===== src/rtl/j1_intc.sv =====
// Interrupt controller for the j1 core: synchronises request lines, latches edge
// events, applies mask and fixed priority, and exposes control through IO registers.
module j1_intc #(
  parameter int unsigned NUM_IRQ   = 8,
  parameter logic [15:0] VEC_BASE  = 16'h5DF8,
  parameter logic [15:0] ADDR_BASE = 16'h0100
) (
  input  logic               clk,
  input  logic               resetq,
  input  logic [NUM_IRQ-1:0] irq_in,
  output logic               irq_req,
  output logic [15:0]        irq_insn,
  input  logic               irq_taken,
  input  logic [15:0]        io_addr,
  input  logic [15:0]        io_wdata,
  input  logic               io_wr,
  input  logic               io_rd,
  output logic [15:0]        io_rdata
);

  localparam int unsigned SEL_W  = 5;
  localparam int unsigned DATA_W = 16;

  logic [NUM_IRQ-1:0] s1, s2, s3;
  logic [NUM_IRQ-1:0] pend_q, mask_q, mode_q;
  logic [NUM_IRQ-1:0] pend_d, pend_vis, active, rise, clr, mode_chg, taken_vec, wdata_n;
  logic [SEL_W-1:0]   sel;
  logic               hit, wr_pend, wr_mask, wr_mode;
  logic [1:0]         reg_sel;
  logic               unused_ok;

  assign hit      = (io_addr[15:3] == ADDR_BASE[15:3]);
  assign reg_sel  = io_addr[2:1];
  assign wdata_n  = io_wdata[NUM_IRQ-1:0];
  assign wr_pend  = io_wr && hit && (reg_sel == 2'd0);
  assign wr_mask  = io_wr && hit && (reg_sel == 2'd1);
  assign wr_mode  = io_wr && hit && (reg_sel == 2'd2);
  assign unused_ok = ^{io_addr[0], io_wdata};

  // Two-flop synchroniser plus one delay stage for edge detection
  always_ff @(posedge clk or negedge resetq) begin
    if (!resetq) begin
      s1 <= '0;
      s2 <= '0;
      s3 <= '0;
    end else begin
      s1 <= irq_in;
      s2 <= s1;
      s3 <= s2;
    end
  end

  // Level channels follow the synchronised line; edge channels use the latch
  assign pend_vis = (mode_q & pend_q) | (~mode_q & s2);
  assign active   = pend_vis & mask_q;
  assign irq_req  = |active;

  // Highest set index wins
  always_comb begin
    sel = '0;
    for (int unsigned i = 0; i < NUM_IRQ; i++) begin
      if (active[i]) sel = SEL_W'(i);
    end
  end

  assign irq_insn  = irq_req ? (VEC_BASE + DATA_W'(sel)) : '0;
  assign taken_vec = (irq_taken && irq_req) ? (NUM_IRQ'(1) << sel) : '0;

  // A fresh edge outranks clears; a mode change drops the latched state
  assign rise     = s2 & ~s3 & mode_q;
  assign clr      = taken_vec | (wr_pend ? wdata_n : '0);
  assign mode_chg = wr_mode ? (wdata_n ^ mode_q) : '0;
  assign pend_d   = ((pend_q & ~clr) | rise) & mode_q & ~mode_chg;

  always_ff @(posedge clk or negedge resetq) begin
    if (!resetq) begin
      pend_q <= '0;
      mask_q <= '0;
      mode_q <= '0;
    end else begin
      pend_q <= pend_d;
      if (wr_mask) mask_q <= wdata_n;
      if (wr_mode) mode_q <= wdata_n;
    end
  end

  always_comb begin
    io_rdata = '0;
    if (io_rd && hit) begin
      case (reg_sel)
        2'd0:    io_rdata = DATA_W'(pend_vis);
        2'd1:    io_rdata = DATA_W'(mask_q);
        2'd2:    io_rdata = DATA_W'(mode_q);
        default: io_rdata = {irq_req, 10'b0, sel};
      endcase
    end
  end

endmodule


===== config.mk =====
export PLATFORM = sky130hd
export DESIGN_NAME = j1_intc
export DESIGN_NICKNAME = d
export VERILOG_FILES = /design/src/rtl/j1_intc.sv
export SDC_FILE = /design/constraint.sdc
export NUM_CORES = 1
export LEC_CHECK = 0
export BUFFER_PORTS_ARGS = -buffer_cell sky130_fd_sc_hd__buf_2
export CAP_MARGIN = 20
export CELL_PAD_IN_SITES_DETAIL_PLACEMENT = 0
export CELL_PAD_IN_SITES_GLOBAL_PLACEMENT = 1
export CORE_UTILIZATION = 25
export DETAILED_ROUTE_END_ITERATION = 16
export GPL_ROUTABILITY_DRIVEN = 0
export PLACE_DENSITY_LB_ADDON = 0.1
export SLEW_MARGIN = 30
export SYNTH_ARGS = -nofsm -noshare
export SYNTH_HDL_FRONTEND = slang
export SYNTH_SLANG_ARGS = --single-unit

===== constraint.sdc =====
create_clock -name clk -period 1.9 [get_ports clk]
set_input_delay 0.38 -clock clk [delete_from_list [all_inputs] [get_ports clk]]
set_output_delay 0.38 -clock clk [all_outputs]
set_load 0.02 [all_outputs]

==> impl_metrics.csv <==
group,metric,value,unit
global_routing,grt_start_max_net_pins,29,
setup_path,crit_family,"compound AO/OA/AOI/OAI gates",
cells_and_area,antenna_cells,0,
setup_path,path_buf_inv,2,
setup_path,cpPeakStageDelay,0.40,ns
placement,dp_hpwl,5293,µm
yosys,synth_top_area_share,48.63,%
timing,skew,0.004181,ns
floorplan,die_area,10280,µm²
yosys,avgSynthCellArea,10.65,µm²
power,p_total,1.986,mW
yosys,synthFlopType,"dfrtp_1",
cells_and_area,final_cell_area,3711,µm²
yosys,yosysTopAreaCell,"dfrtp_1",
yosys,netlist_top_cells_area,"dfrtp_1 49%, mux2_2 7.8%, buf_4 6.1%",
outcome,status,"finished with violations",
cts,clockBufferDepth,2,
timing,drv_slew,0,
route,detail_route.wirelength,6887,µm
cells_and_area,mostFrequentLayoutCells,"59 x buf_4, 48 x dfrtp_1, 35 x buf_2",
floorplan,ioPinCount,78,
timing,finalWorstSetupSlack,-0.5594,ns
cells_and_area,multi_input_area,1259,µm²
route,drtPass1Iterations,5,
setup_path,critPathRequiredTime,1.52,ns
power,power_frac_seq,53.2,%
flow_run,max_cap_violations,0,
cells_and_area,area_delta_synth_final,50.25,%
route,wl_per_cell,14.53,µm
placement,numPortBuffers,58,
cells_and_area,drive_gt1_share,53.04,%
placement,pre_cts_ws,-0.2638,ns
timing,rsz0062_at_grt,"true",
floorplan,die_w,101.4,µm
route,num_vias,2138,
floorplan,rows,35,
timing,finalWorstPathRequiredPeriod,2.459,ns
route,drtIter0Drc,60,
timing,period_share,129.4,%
timing,hold_violations,0,
route,ant_nets,0,
floorplan,core_area,9415,µm²
cts,clock_latency,0.30,ns
power,ir_drop,306.6,µV
timing,setup_viol,20,
power,powerDensity,535.0,nW/µm²
yosys,yosysUniqueCellTypes,52,
cts,clockRootBuffer,"clkbuf_8",
placement,place_area,3297,µm²
power,internal-power,1.471,mW
yosys,synth_edf_count,0,
global_routing,grt_overflow,0,
setup_path,crit_slowest_cell,"dfrtp_1",
power,switching_share,25.89,%
timing,max_freq,406.6,MHz
global_routing,grt_use_total,14.49,%
power,power.leakage,1.743,nW
setup_path,setup.worst_path.end_class,"output pin",
global_routing,grt_pass1_vias,2167,
global_routing,antenna_found_initial,0,
power,pwr-share-comb,15.2,%
route,via_per_inst,4.511,
floorplan,die_h,101.4,µm
yosys,synth_warnings,0,
cts,cts-buffers-inserted,5,
cells_and_area,register_area,1201,µm²
yosys,syn_area,2470,µm²
setup_path,crit_fanout,4,
cts,path_clk_slew,0.08,ns
cells_and_area,fin_util,39.42,%
yosys,synthArstFlopShare,100.0,%
cts,cts_tree,"done",
timing,maxSlewHeadroom,65.72,%
cts,htreeDepth,2,
cts,cts_sinks,48,
yosys,synth_cells,232,
floorplan,initial_core_util,26.23,%
route,drc_errors,0,
global_routing,grt_pass1_wl,11270,µm
outcome,violations,"negative setup slack",
cells_and_area,n_fill_cell,942,
setup_path,cp-start-kind,"flip-flop",
setup_path,crit_arrival,2.08,ns
yosys,yosysSeqAreaShare,48.63,%
min_path,min_path_type,"in2async",
setup_path,criticalPathCategory,"reg2out",
cells_and_area,layout_commonest_cell,"buf_4",
setup_path,cp_cell_sequence,"mux2_4, a211o_1, a221oi_4, buf_4, a21o_2, buf_2",
power,clkPwrFrac,31.6,%
yosys,ys_ff_latch,48,
cells_and_area,final_nets,389,
power,switchingPower,0.5141,mW
timing,worst_pin_slew,0.5141,ns
-- logic make-up after synthesis --
| family | synth area share [%] |
|---|---|
| compound gates | 18.90 |
| simple gates | 13.88 |
| flops | 48.63 |
| buf+inv | 8.662 |
| mux | 9.777 |
| other cells | 0.1518 |
-- state kept, by name (all words and copies together), names as in the netlist --
name and flops:
s1 8, mode_q 8, pend_q 8, s3 8
mask_q 8, s2 8
-- per-layer routing --
layer / global-route usage (%) / share of wire [%]
met1: 19.47 / 47
met5: 0 / 0
met3: 2.346 / 5.1
met4: 3.679 / 1.0
met2: 24.28 / 47
-- repair_timing --
item                       4_1_cts  5_1_grt
setup endpoints to repair       25       25
gates cloned                     1        0
hold buffers                     0        0
pin swaps                       15        9
buffers inserted                 4        2
gates resized for setup         65       14
-- cell type report --
class,instances,share of cell area [%]
Clock buffer,6,2.225
Clock inverter,2,0.2697
Inverter,7,0.7080
Multi-Input combinational cell,159,33.92
Sequential cell,48,32.37
Tap cell,129,4.349
Timing Repair Buffer,123,26.16
-- power groups by stage --
stage	Combinational (mW)	Sequential, mW	Clock, mW
after floorplan	0.148	1.08	0
after global placement	0.262	1.08	0
after detailed placement	0.262	1.08	0
after CTS	0.302	1.06	0.662
after global routing	0.332	1.06	0.697
final	0.303	1.06	0.627
-- Yosys cell counts, types with 3 or more instances --
| library cell | number |
|---|---|
| nor2_1 | 14 |
| inv_1 | 7 |
| a22oi_1 | 3 |
| nor2b_1 | 8 |
| o21ai_0 | 12 |
| o221a_2 | 3 |
| nand2b_1 | 4 |
| clkbuf_1 | 3 |
| a21oi_1 | 20 |
| buf_2 | 3 |
| buf_4 | 20 |
| mux2_2 | 17 |
| dfrtp_1 | 48 |
| nor3b_1 | 3 |
| nand2_1 | 16 |
-- per-stage QoR --
stage                     instances  TNS (ns)  hold slack (ns)
after floorplan                 241    -4.564          0.08441
after global placement          462    -4.493           0.3314
after detailed placement        462    -6.204           0.3347
after CTS                       474    -8.589          0.05219
after global routing            474    -9.745          0.07672
final                           474    -7.838          0.04577
-- final timing paths --
| check | start | end | slack (ns) | cells after the start |
|---|---|---|---|---|
| max in group asynchronous | resetq | pend_q[0] | 1.32 | 2 |
| min reg2reg | s1[1] | s2[1] | 0.35 | 0 |
| min in group clk | irq_in[3] | s1[3] | 0.18 | 1 |
| min | resetq | s1[6] | 0.05 | 1 |
| max | mode_q[2] | irq_insn[0] | -0.56 | 6 |
| max reg2reg | mode_q[3] | pend_q[1] | -0.09 | 6 |
Power figures use the tool's default switching activity.
